File: src/rtl/hazard_controller.sv
`default_nettype none
// ============================================================================
// Module      : hazard_controller
// Description : Pipeline hazard sequencer for the 5-stage RV32 core. Detects
//               load-use, ID-stage branch operand hazards and memory-busy
//               freezes; drives pipeline enables, bubble and flush; counts
//               stall and flush cycles with saturating counters.
// Revision    : 1.0 - initial release
// ============================================================================
module hazard_controller #(
    parameter int CNT_W = 16
) (
    input  logic             clk,
    input  logic             rst,
    input  logic [4:0]       id_rs1,
    input  logic [4:0]       id_rs2,
    input  logic             id_use_rs1,
    input  logic             id_use_rs2,
    input  logic             id_is_branch,
    input  logic [4:0]       idex_rd,
    input  logic             idex_rw,
    input  logic             idex_mr,
    input  logic [4:0]       exmem_rd,
    input  logic             exmem_mr,
    input  logic             mispredict,
    input  logic             mem_busy,
    output logic             pc_write,
    output logic             ifid_write,
    output logic             pipe_write,
    output logic             idex_bubble,
    output logic             ifid_flush,
    output logic [CNT_W-1:0] stall_cnt,
    output logic [CNT_W-1:0] flush_cnt
);

    localparam logic [CNT_W-1:0] c_CNT_MAX = {CNT_W{1'b1}};

    typedef enum logic [0:0] {
        ST_RUN    = 1'b0,
        ST_STALL2 = 1'b1
    } state_t;

    state_t r_state;

    logic w_hit_ex;
    logic w_hit_mem;
    logic w_lu;
    logic w_ba;
    logic w_bl;
    logic w_bm;
    logic w_hazard;

    // Register-match detection against the ID/EX and EX/MEM destinations; x0 never matches
    always_comb begin
        w_hit_ex  = (id_use_rs1 && (idex_rd != 5'd0) && (id_rs1 == idex_rd)) ||
                    (id_use_rs2 && (idex_rd != 5'd0) && (id_rs2 == idex_rd));
        w_hit_mem = (id_use_rs1 && (exmem_rd != 5'd0) && (id_rs1 == exmem_rd)) ||
                    (id_use_rs2 && (exmem_rd != 5'd0) && (id_rs2 == exmem_rd));
        w_lu      = !id_is_branch && idex_mr && w_hit_ex;
        w_ba      = id_is_branch && idex_rw && !idex_mr && w_hit_ex;
        w_bl      = id_is_branch && idex_mr && w_hit_ex;
        w_bm      = id_is_branch && exmem_mr && w_hit_mem;
        w_hazard  = w_lu || w_ba || w_bl || w_bm;
    end

    // Output decode: reset and memory freeze dominate, then stalls, then flush
    always_comb begin
        pc_write    = 1'b1;
        ifid_write  = 1'b1;
        pipe_write  = 1'b1;
        idex_bubble = 1'b0;
        ifid_flush  = 1'b0;
        if (rst || mem_busy) begin
            pc_write   = 1'b0;
            ifid_write = 1'b0;
            pipe_write = 1'b0;
        end else if ((r_state == ST_STALL2) || w_hazard) begin
            // Mispredict is deliberately ignored here; the branch re-resolves after the stall
            pc_write    = 1'b0;
            ifid_write  = 1'b0;
            idex_bubble = 1'b1;
        end else if (mispredict) begin
            ifid_flush = 1'b1;
        end
    end

    // Stall sequencing FSM and saturating performance counters; all frozen by mem_busy
    always_ff @(posedge clk or posedge rst) begin
        if (rst) begin
            r_state   <= ST_RUN;
            stall_cnt <= '0;
            flush_cnt <= '0;
        end else if (!mem_busy) begin
            case (r_state)
                ST_RUN:    r_state <= w_bl ? ST_STALL2 : ST_RUN;
                ST_STALL2: r_state <= ST_RUN;
                default:   r_state <= ST_RUN;
            endcase
            if (idex_bubble && (stall_cnt != c_CNT_MAX)) begin
                stall_cnt <= stall_cnt + 1'b1;
            end
            if (ifid_flush && (flush_cnt != c_CNT_MAX)) begin
                flush_cnt <= flush_cnt + 1'b1;
            end
        end
    end

endmodule
`default_nettype wire

File: config.mk
export PLATFORM = sky130hd
export DESIGN_NAME = hazard_controller
export DESIGN_NICKNAME = d
export VERILOG_FILES = /design/src/rtl/hazard_controller.sv
export SDC_FILE = /design/constraint.sdc
export NUM_CORES = 1
export LEC_CHECK = 0
export BUFFER_PORTS_ARGS = -buffer_cell sky130_fd_sc_hd__buf_2
export CORE_ASPECT_RATIO = 1.75
export CORE_MARGIN = 10
export CORE_UTILIZATION = 54
export CTS_CLUSTER_SIZE = 28
export DETAILED_ROUTE_END_ITERATION = 8
export PLACE_DENSITY = 0.85
export SETUP_SLACK_MARGIN = 0.1
export SLEW_MARGIN = 20
export SYNTH_ARGS = -nofsm -noshare
export SYNTH_HDL_FRONTEND = slang
export SYNTH_SLANG_ARGS = --single-unit
File: constraint.sdc
create_clock -name clk -period 5.85 [get_ports clk]
set_input_delay 1.17 -clock clk [delete_from_list [all_inputs] [get_ports clk]]
set_output_delay 1.17 -clock clk [all_outputs]
set_load 0.005 [all_outputs]
Yosys cells after proc, flatten, opt, wreduce, memory -nomap -nowiden
Index checks and enable logic that the tools add are counted.
Word-level totals
  register bits after elaboration: 33
  input port bits: 30
Cells by class
  reduce and logical (&&, ||, !) cells: 32
  equality and inequality tests: 6
  mux-type cells: 10
  bitwise gates (word level): 2
  $add $sub $neg: 2
Operators with widths (count)
  16-bit by 1-bit adder with 16-bit output (second input constant): 2
  16-bit inequality test (second input constant): 2
  5-bit == test: 4
  1-bit logical AND: 19
  5-bit nonzero test: 2
  1-bit 2-to-1 mux: 9
  1-bit logical OR: 7
  2-bit AND reduction: 2
  1-bit zero test: 2
  1-bit NOT: 2
  1-bit one-hot mux with 2 select lines: 1

Logic depth before layout (Yosys ltp)
  depth after elaboration: 13
  depth in mapped cells: 8

Least setup slack after synthesis
No wires, ideal clock.
  kind: input -> output
  from: in exmem_rd[1]
  to: out pc_write
  stages on the path: 7
  arrival time: 2796 ps
  buffers on the path: 2
  setup slack: 1884 ps
  cells stage by stage: or4_1 o211ai_2 inv_1 a221oi_4 buf_6 and2_1 buf_4
On the way
  word-level cells in the longest chain between the ends: 9
Ends and longest elaborated chain
  start: declaration: line 23  | input logic [4:0] exmem_rd,
  5-bit nonzero test: line 57, 58
  1-bit logical AND, on equally long branches (2 in series): line 57, 58
  1-bit logical OR *: line 57  | w_hit_mem = (id_use_rs1 && (exmem_rd != 5'd0) && (id_rs1 == exmem_rd)) ||
  1-bit logical AND *: line 62  | w_bm = id_is_branch && exmem_mr && w_hit_mem;
  1-bit logical OR *: line 63  | w_hazard = w_lu || w_ba || w_bl || w_bm;
  1-bit logical OR *: line 77  | end else if ((r_state == ST_STALL2) || w_hazard) begin
  1-bit 2-to-1 mux * (2 in series)
  end: declaration: line 27  | output logic pc_write,
Every way passes the cells marked *; elsewhere a longest branch is shown, timed or not.

Final worst setup path
  from: in idex_rd[1]
  to: out ifid_write
On the way
  word-level cells in the longest chain between the ends: 11
Ends and longest elaborated chain
  start: declaration: line 20  | input logic [4:0] idex_rd,
  5-bit nonzero test: line 55, 56
  1-bit logical AND, on equally long branches (2 in series): line 55, 56
  1-bit logical OR *: line 55  | w_hit_ex = (id_use_rs1 && (idex_rd != 5'd0) && (id_rs1 == idex_rd)) ||
  1-bit logical AND, on equally long branches: line 59, 60
  1-bit logical OR: line 63
  1-bit logical OR * (2 in series): line 63
  1-bit logical OR *: line 77
  1-bit 2-to-1 mux *: line 77
  1-bit 2-to-1 mux *: line 73  | if (rst || mem_busy) begin
  end: declaration: line 28  | output logic ifid_write,
Marked as above.

==> run metrics <==
CTS buffer count=5; commonest non-fill, non-tap cell in the layout=buf_2; Via-to-Cell Ratio=5.65; metal3 WL=379 µm; WHS=0.487 ns; Cells after Synth=196; measured slew at the worst slew-check pin=0.657 ns; GPL Wtd Cong=0.873; IO Port Bufs=66; Mapped Avg Cell Area=10.0 µm²; area of the multi-input gates=1090 µm²; period utilization=0.708; commonest non-fill, non-tap cells in the layout=66 x buf_2, 35 x xnor2_1, 33 x dfrtp_1; Setup WS pre-CTS=1.73 ns; CTS H-tree lvls=2; final setup fails=0; post-synth top area share=0.420; setup bufs post-CTS=0; Max FO, Critical Path=28; FF+latch area=826 µm²; Layout Skew=0.00277 ns; share of post-route cells with drive strength above 1=0.313; leakage=1.25 nW; Site Rows=29; cts repair resizes=0; I/O Pins=67; final setup TNS=0 ns; Metal-1 WL=1830 µm; first drt pass iteration count=4; PwrDens=247 nW/µm²; Final Net Count=296; critical path data arrival time=2.97 ns; vias=1756; cell area after synthesis=1970 µm²; met2 routed wirelength=2700 µm; initial DRC count=72; Final Non-Filler Cells=311; CTS tree=done; Layout Area Growth over Synthesis=24.4%; status=complete, no violations; syn_nets=228; Fin. Hold Viols=0; Distinct cells, synth=33; largest net degree at the start of global routing=34; cts-stage hold buffer count=0; Area contributors post-synth=dfrtp_1 42%, xnor2_1 16%, xor2_1 6.2%; top sig layer=met4; placed cell count=303; Slew Viols, Final=0; Initial Utilization=0.553; Longest Clk Path Bufs=2; Tot GR Track Use=0.157; Final HPWL DP=3870 µm; Die ar.=6550 µm²; Hold Crit Class=flop to flop; final design utilization=0.688; grt total ovfl=0; RSZ-0062 raised after global routing=false; area leader, netlist=dfrtp_1; required time worst endpoint=4.68 ns; Post-DRT Antenna Nets=0; Root Driver=clkbuf_8; FILL cells=301; YS warnings=0; Clk pin slew, worst setup/hold paths=0.07 ns; Core ar.=3560 µm²; Synth Register Bits=33; first-pass GRT wire length=8310 µm; maximum clock frequency=0.241 GHz; CP startpoint kind=input port; peak supply drop=0.226 mV; Worst-Skew Late Latency=0.28 ns; Max-cap violations=0; final worst setup slack=1.71 ns; Worst Path Class, Setup=input port to output pin; Die Height=99.8 µm; initial antenna violation count=0; DR DRC count=0; Ant. Diodes=0; number of global-route vias before repair=1907; minimum clock period=4.14 ns; Critical Path End Type=output pin; register area share after synthesis=0.420; CTS sink count=33; die extent in x=65.6 µm; WL per Instance=16.2 µm; DRT Wirelength=5040 µm; slew margin rel.=0.560
## critical path, cell delays in order
cell      delay, ns
buf_2          0.12
or4_1          0.52
nor2_1         0.14
nor2_1         0.11
a221oi_4       0.29
buf_4          0.32
and2_1         0.18
buf_2          0.11
## registers in the layout, indices dropped and copies added (netlist names)
register,flops
stall_cnt,16
flush_cnt,16
r_state,1
## routing by layer
metal | global-route usage | vias up
li1 | - | 841
met1 | 0.150 | 846
met2 | 0.278 | 58
met3 | 0.0569 | 11
met4 | 0.0861 | 0
met5 | 0 | -
## through the flow
step / instance area (µm²) / total power [mW]
after floorplan: 1970 / 0.336
after global placement: 2320 / 0.384
after detailed placement: 2320 / 0.390
after CTS: 2440 / 0.612
after global routing: 2450 / 0.635
final: 2450 / 0.606
## report_power, final
| part | total [mW] | switching, mW | internal, mW | leakage, nW |
|---|---|---|---|---|
| clock | 0.222 | 0.0828 | 0.139 | 0.0585 |
| sequential | 0.275 | 0.0255 | 0.249 | 0.447 |
| combinational | 0.109 | 0.0527 | 0.0562 | 0.744 |
| total | 0.606 | 0.161 | 0.445 | 1.25 |
## Yosys cell counts, drive strengths merged
cell	count
dfrtp	33
nor4b	1
a221oi	1
o22ai	2
a21oi	5
buf	3
xnor2	35
nor2b	1
nand2	12
nand3	12
o211ai	1
and4	2
nor4	9
and3	11
nor3	2
a41o	1
nand2b	1
ha	2
nand4b	1
inv	4
a22o	1
xor2	14
nand4	18
or2	2
or4	2
clkbuf	4
mux2	3
nor3b	2
a31oi	1
a21boi	1
and2	3
nor2	6
## area by class of cell
| cell class | instances | area share |
|---|---|---|
| Tap cell | 46 | 0.0235 |
| Clock inverter | 1 | 0.0123 |
| Multi-Input combinational cell | 152 | 0.444 |
| Inverter | 4 | 0.00613 |
| Clock buffer | 7 | 0.0353 |
| Timing Repair Buffer | 68 | 0.141 |
| Sequential cell | 33 | 0.337 |
## logic make-up after synthesis
| group | after synthesis | synth area share |
|---|---|---|
| multiplexers | 3 | 0.0172 |
| flip-flops | 33 | 0.420 |
| AND/OR/NAND/NOR | 85 | 0.246 |
| XOR/XNOR | 49 | 0.218 |
| adder cells (fa/ha/maj) | 2 | 0.0127 |
| AO/OA/AOI/OAI | 13 | 0.0553 |
| buffers and inverters | 11 | 0.0305 |
## worst paths after layout
kind | startpoint | endpoint | slack [ns] | depth (start not counted)
max | idex_rd[1] | ifid_write | 1.71 | 8
min in group asynchronous | rst | flush_cnt[12] | 0.97 | 3
min | flush_cnt[7] | flush_cnt[7] | 0.49 | 1
min reg2reg | flush_cnt[7] | flush_cnt[7] | 0.49 | 1
max in group asynchronous | rst | stall_cnt[11] | 4.59 | 3
max reg2reg | flush_cnt[0] | flush_cnt[1] | 3.55 | 6
(Power assumes the default switching activity.)
